==> config.mk <==
export PLATFORM = sky130hd
export DESIGN_NAME = piso_tx
export DESIGN_NICKNAME = d
export VERILOG_FILES = /design/src/rtl/piso_tx_pkg.sv /design/src/rtl/piso_shift_reg.sv /design/src/rtl/piso_tx.sv
export SDC_FILE = /design/constraint.sdc
export NUM_CORES = 1
export LEC_CHECK = 0
export BUFFER_PORTS_ARGS = -buffer_cell sky130_fd_sc_hd__buf_2
export CORE_MARGIN = 5
export CORE_UTILIZATION = 45
export DETAILED_ROUTE_END_ITERATION = 7
export HOLD_SLACK_MARGIN = 0.02
export PLACE_DENSITY = 0.7
export RECOVER_POWER = 100
export SLEW_MARGIN = 20
export SYNTH_ARGS = -nofsm -noshare
export SYNTH_HDL_FRONTEND = slang
export SYNTH_SLANG_ARGS = --single-unit
==> constraint.sdc <==
create_clock -name clk -period 1.9 [get_ports clk]
set_input_delay 0.19 -clock clk [delete_from_list [all_inputs] [get_ports clk]]
set_output_delay 0.19 -clock clk [all_outputs]
set_load 0.01 [all_outputs]
==> src/rtl/piso_tx_pkg.sv <==
// Shared definitions for the serial transmit/capture path: state encoding,
// counter sizing and the default word length used by both ends.
package piso_tx_pkg;

  localparam int DEFAULT_WIDTH = 8;

  localparam logic IDLE  = 1'b0;
  localparam logic SHIFT = 1'b1;

  typedef enum logic {
    ST_IDLE  = IDLE,
    ST_SHIFT = SHIFT
  } state_e;

  // Bit-counter width; never narrower than one bit.
  function automatic int cnt_width(input int width);
    return (width > 1) ? $clog2(width) : 1;
  endfunction

endpackage

==> src/rtl/piso_shift_reg.sv <==
// WIDTH-bit zero-filling shift register with parallel load; head bit is a flop output.
// Load wins over shift; no backpressure (the owner decides when to load or shift).
module piso_shift_reg #(
  parameter int WIDTH     = 8,
  parameter bit MSB_FIRST = 1'b1
) (
  input  logic             clk,
  input  logic             reset,
  input  logic             load,
  input  logic             shift_en,
  input  logic [WIDTH-1:0] load_dat,
  output logic             head
);

  logic [WIDTH-1:0] sr_q;
  logic [WIDTH-1:0] sr_d;

  always_comb begin
    sr_d = sr_q;
    if (load) begin
      sr_d = load_dat;
    end else if (shift_en) begin
      sr_d = MSB_FIRST ? {sr_q[WIDTH-2:0], 1'b0} : {1'b0, sr_q[WIDTH-1:1]};
    end
  end

  always_ff @(posedge clk or negedge reset) begin
    if (!reset) begin
      sr_q <= '0;
    end else begin
      sr_q <= sr_d;
    end
  end

  assign head = MSB_FIRST ? sr_q[WIDTH-1] : sr_q[0];

endmodule

==> src/rtl/piso_tx.sv <==
// Parallel-in serial-out transmitter: first bit one cycle after accept, WIDTH bits per frame.
// din_ready is high in IDLE or in the last-bit cycle, so back-to-back words run gap-free.
module piso_tx
  import piso_tx_pkg::*;
#(
  parameter int WIDTH     = DEFAULT_WIDTH,
  parameter bit MSB_FIRST = 1'b1
) (
  input  logic             clk,
  input  logic             reset,
  input  logic [WIDTH-1:0] din,
  input  logic             din_valid,
  output logic             din_ready,
  output logic             dout,
  output logic             dout_en,
  output logic             dout_last,
  output logic             busy
);

  localparam int               CNT_W    = cnt_width(WIDTH);
  localparam logic [CNT_W-1:0] CNT_LAST = CNT_W'(WIDTH - 1);

  state_e           state_q;
  state_e           state_d;
  logic [CNT_W-1:0] cnt_q;
  logic [CNT_W-1:0] cnt_d;
  logic             load;
  logic             shift_en;
  logic             last_bit;
  logic             accept;

  always_comb begin
    state_d   = state_q;
    cnt_d     = cnt_q;
    load      = 1'b0;
    shift_en  = 1'b0;
    last_bit  = (state_q == ST_SHIFT) && (cnt_q == CNT_LAST);
    din_ready = (state_q == ST_IDLE) || last_bit;
    accept    = din_valid && din_ready;

    case (state_q)
      ST_IDLE: begin
        if (accept) begin
          load    = 1'b1;
          cnt_d   = '0;
          state_d = ST_SHIFT;
        end
      end
      ST_SHIFT: begin
        // Shifting out the final bit leaves the zero-filled register empty,
        // which keeps dout low in IDLE without extra gating.
        if (accept) begin
          load  = 1'b1;
          cnt_d = '0;
        end else begin
          shift_en = 1'b1;
          if (last_bit) begin
            cnt_d   = '0;
            state_d = ST_IDLE;
          end else begin
            cnt_d = cnt_q + CNT_W'(1);
          end
        end
      end
      default: begin
        state_d = ST_IDLE;
        cnt_d   = '0;
      end
    endcase
  end

  always_ff @(posedge clk or negedge reset) begin
    if (!reset) begin
      state_q <= ST_IDLE;
      cnt_q   <= '0;
    end else begin
      state_q <= state_d;
      cnt_q   <= cnt_d;
    end
  end

  piso_shift_reg #(
    .WIDTH    (WIDTH),
    .MSB_FIRST(MSB_FIRST)
  ) u_shift_reg (
    .clk     (clk),
    .reset   (reset),
    .load    (load),
    .shift_en(shift_en),
    .load_dat(din),
    .head    (dout)
  );

  assign busy      = (state_q == ST_SHIFT);
  assign dout_en   = busy;
  assign dout_last = dout_en && (cnt_q == CNT_LAST);

endmodule
=== After elaboration in Yosys (flattened, before gate mapping) ===
Cells that the tools add are included.

* Register bits: 12
* Input bits: 11
* Output and inout port bits: 5
* Logic and storage cells: 23

* Add/subtract/negate cells: 1
* Equality and inequality tests: 2
* Mux-type cells: 12
* Bitwise operators: 1
* Reduce and logical (&&, ||, !) cells: 4

{| class="wikitable"
|+ Operators with widths
! kind !! number
|-
| two-way mux 8 bit || 2
|-
| two-way mux 3 bit || 3
|-
| case mux 3 bit (2 select lines) || 1
|-
| two-way mux 1 bit || 5
|-
| adder 3 x 1 -> 3 bit, second input constant || 1
|-
| == test 3 bit, second input constant || 1
|-
| logical AND 1 bit || 2
|-
| inequality test 2 bit, second input constant || 1
|-
| case mux 1 bit (2 select lines) || 1
|-
| nonzero test 2 bit || 1
|-
| logical OR 1 bit || 1
|-
| inverter 1 bit || 1
|}

=== Logic depth before layout (Yosys ltp) ===
* Word-level depth: 8
* Depth in mapped cells: 5
* Gate-level depth less buffers: 5

=== Modules after synthesis ===
A second synthesis with hierarchy kept.

* Cells, all modules: 52
* Area, all modules: 588.1 um2

{| class="wikitable"
|+ By module, submodules not included
! module !! times used !! cells an instance !! area an instance (um2) !! seq. area each (um2)
|-
| piso_shift_reg || 1 || 34 || 369.1 || 200.2
|-
| piso_tx || 1 || 18 || 219.0 || 100.1
|}

=== Worst setup path after synthesis ===
OpenSTA, ideal clock, no wires.

* Path kind: flip-flop to flip-flop
* Start point: register cnt_q[0]
* End point: register u_shift_reg.sr_q[2]
* Library setup time: 0.123 ns
* Arrival: 1.277 ns
* Required time: 1.777 ns
* Setup slack: 0.500 ns
* Cell stages (with the launch flop): 6
* Path buffers: 1
* Clock period less this slack: 1.400 ns
* Path through: dfrtp_1 -> ha_1 -> ha_1 -> nand2b_4 -> buf_6 -> o221a_2

* Word-level cells in the longest chain between the ends: 7
* Elaborated cells between the ends (all ways): 9
* Those cells by class: 1 x eq/ne; 4 x mux; 4 x reduce/logical

{| class="wikitable"
|+ RTL lines
! what !! line !! text
|-
| start, declared || piso_tx.sv:25 || <nowiki>logic [CNT_W-1:0] cnt_q;</nowiki>
|-
| start signal, assigned || piso_tx.sv:78 || <nowiki>cnt_q <= cnt_d;</nowiki>
|-
| == test 3 bit * || piso_tx.sv:37 || <nowiki>last_bit = (state_q == ST_SHIFT) && (cnt_q == CNT_LAST);</nowiki>
|-
| logical AND 1 bit * || piso_tx.sv:37 ||
|-
| logical OR 1 bit * || piso_tx.sv:38 || <nowiki>din_ready = (state_q == ST_IDLE) || last_bit;</nowiki>
|-
| via din_ready || piso_tx.sv:13 || <nowiki>output logic din_ready,</nowiki>
|-
| logical AND 1 bit * || piso_tx.sv:39 || <nowiki>accept = din_valid && din_ready;</nowiki>
|-
| two-way mux 1 bit || piso_tx.sv:52 || <nowiki>if (accept) begin</nowiki>
|-
| two-way mux 1 bit || piso_tx.sv:41 || <nowiki>case (state_q)</nowiki>
|-
| nonzero test 2 bit (no source line) || n/a ||
|-
| end signal, assigned || piso_shift_reg.sv:31 || <nowiki>sr_q <= sr_d;</nowiki>
|-
| end, declared || piso_shift_reg.sv:15 || <nowiki>logic [WIDTH-1:0] sr_q;</nowiki>
|}

The timed path passes the listed nets; every way through them passes the cells marked *.
A chain may end at the register's enable or synchronous reset.

=== Worst setup path after layout ===
* Start point: register cnt_q[0]
* End point: output port din_ready

* Word-level cells in the longest chain between the ends: 3

{| class="wikitable"
|+ RTL lines
! what !! line
|-
| == test 3 bit || piso_tx.sv:37
|-
| logical AND 1 bit || piso_tx.sv:37
|-
| logical OR 1 bit || piso_tx.sv:38
|-
| end, declared || piso_tx.sv:13
|}

Every way passes these cells.

==> results.yml <==
cts:
  cts-htree-levels: 1
  cts_resized: 0
  cts.root.buffer_cell: "clkbuf_4"
  path_clk_slew_ns: 0.08
  cts_tree: "done"
  cts_buffers: 3
  max-clock-path-buffers: 2
  clkSinkCount: 12
  clk_latency_ns: 0.27
power:
  ir_drop_uv: 646
  p_leak_nw: 0.337
  power_density_nw_per_um2: 1410
synth:
  synth_simple_gate_area_share_pct: 12.8
  synth_area_um2: 644
  ys_ff_latch: 12
  synth.largest_area_cell: "dfrtp_1"
  synthAdderAreaFrac_pct: 3.88
  synth.area.top_cells: "dfrtp_1, o221a_2, a211o_1"
  synth-xor-area-share_pct: 0
  yosysSeqAreaShare_pct: 46.6
  synth_compound_area_share_pct: 27.4
  synthDistinctLibCells: 17
  synth_top_family_by_area: "compound AO/OA/AOI/OAI gates"
  syn_inst: 51
  avgSynthCellArea_um2: 12.6
  synth.area.mux_share_pct: 0
  syn_nets: 64
  yosysWarnings: 0
  synth.top_cell.area_share_pct: 46.6
sta:
  finalCritPeriodShare_pct: 85.7
  drv_slew: 0
  timing.slew.headroom_pct: 56.1
  skew_ns: 0.00111
  fin_setup_tns_ns: 0
  max_freq_mhz: 614
  setup_viol: 0
  finalHoldViolCount: 0
  rsz0062_at_grt: "no"
  finalCriticalPeriod_ns: 1.63
  tightest_slew_ns: 0.658
critical_path:
  end_kind: "output port"
  cp_cell_sequence: "ha_1 > ha_1 > nand2b_4 > clkbuf_1"
  path_max_fanout: 12
  cp-start-kind: "flip-flop"
  path_buf_inv: 1
  crit_type: "reg2out"
  cpLargestDelayFamily: "flip-flops"
  critPathMostFrequentCell: "ha_1"
  critPathArrivalTime_ns: 1.44
  worstPathRequired_ns: 1.71
  cpPeakStageDelay_ns: 0.40
  slowest_stage: "dfrtp_1"
min_path:
  hp-class: "in2reg"
grt:
  grt_first_pass_wirelength_mm: 2.00
  grt_pass1_vias: 433
  overflow: 0
  grt_max_degree: 22
  antenna_found_initial: 0
  grtUsageTotal_pct: 12.9
routing:
  postRouteAntennaNets: 0
  wl_per_cell_um: 14.6
  drt_iter0_drc: 12
  vias: 452
  totalWireLength_mm: 1.18
  avgViaCountPerCell: 5.58
  first_pass_iters: 4
  drcViolationCount: 0
final_layout:
  final_cells: 81
  final_common_cell: "dfrtp_1"
  syn2layout_area_growth_pct: 11.8
  most-common-layout-cells: "dfrtp_1, buf_2, nor2b_1, o221a_2"
  final_nets: 80
  diodes: 0
  drive_gt1_share_pct: 34.8
floorplanning:
  start_util_pct: 48.3
  io-pin-count: 16
  rows: 13
  core_um2: 1330
  dieWidth_um: 47.8
  die_h_um: 47.8
  dieArea_um2: 2290
place:
  dp.cells: 76
  port_buffers: 15
  place.gp.congestion: 0.718
  dp_hpwl_um: 815
outcome:
  status: "finished clean"
job:
  maxCapViolCount: 0
sequential cells by signal, summed over array words and instances, names as in the netlist:
signal            cells
busy                  1
cnt_q                 3
u_shift_reg.sr_q      8
power breakdown:
group          switching, W  total [W]  internal, W
clock             0.0000863   0.000203     0.000116
combinational      0.000150   0.000367     0.000218
sequential        0.0000934   0.000450     0.000356
total              0.000329    0.00102     0.000690
stage by stage:
stage	power, W	hold WS (ns)	util, %	setup WS, ns	cell area [um^2]
floorplan	0.000785	-0.106	-	0.500	644
detailed placement	0.000830	0.0902	51.1	0.377	682
global placement	0.000825	0.0825	51.1	0.428	682
CTS	0.00104	0.168	54.6	0.240	728
global route	0.00112	0.152	54.0	0.154	721
finish	0.00102	0.177	54.0	0.272	721
final timing paths:
check | start | to | slack [ns] | depth (start not counted)
max in group asynchronous | reset | u_shift_reg.sr_q[3] | 1.02 | 2
worst min-delay path | din[0] | u_shift_reg.sr_q[0] | 0.18 | 2
worst max-delay path | cnt_q[0] | din_ready | 0.27 | 4
worst min register to register | cnt_q[1] | cnt_q[1] | 0.50 | 1
min in group asynchronous | reset | busy | 0.46 | 2
worst max register to register | cnt_q[0] | u_shift_reg.sr_q[7] | 0.35 | 5
cell type report:
cell class	count	area (um^2)
inverters	1	3.75
clock buffers	4	36.3
multi-input cells	33	284
flip-flops and latches	12	300
repair buffers	16	77.6
fillers	131	613
well taps	15	18.8
what timing repair did:
| action | 4_1_cts | 5_1_grt |
|---|---|---|
| hold buffers | 1 | 0 |
| buffers inserted | 0 | 0 |
| endpoints found under the hold margin | 12 | 0 |
synthesized netlist by cell type:
cell type  number
a211o_1         6
a211o_2         1
a32o_1          3
and2_2          1
buf_4           1
buf_6           3
buf_8           1
dfrtp_1        12
ha_1            2
inv_1           1
nand2_1         2
nand2b_1        1
nand2b_4        1
nor2_1          1
nor2b_1         7
o21ai_0         1
o221a_2         7
per-layer routing:
metal | global-route usage [%] | wire length [um] | vias up
met1 | 18.6 | 578 | 207
met4 | 6.45 | 9 | 0
met5 | 0 | 0 | -
met3 | 3.38 | 74 | 2
li1 | - | - | 229
met2 | 17.4 | 520 | 14
cell families after synthesis:
| family | after synthesis |
|---|---|
| AOI/OAI and AO/OA | 18 |
| and+or+nand+nor | 13 |
| DFF | 12 |
| buffers and inverters | 6 |
| adders and majority gates | 2 |
Power figures use the tool's default switching activity.
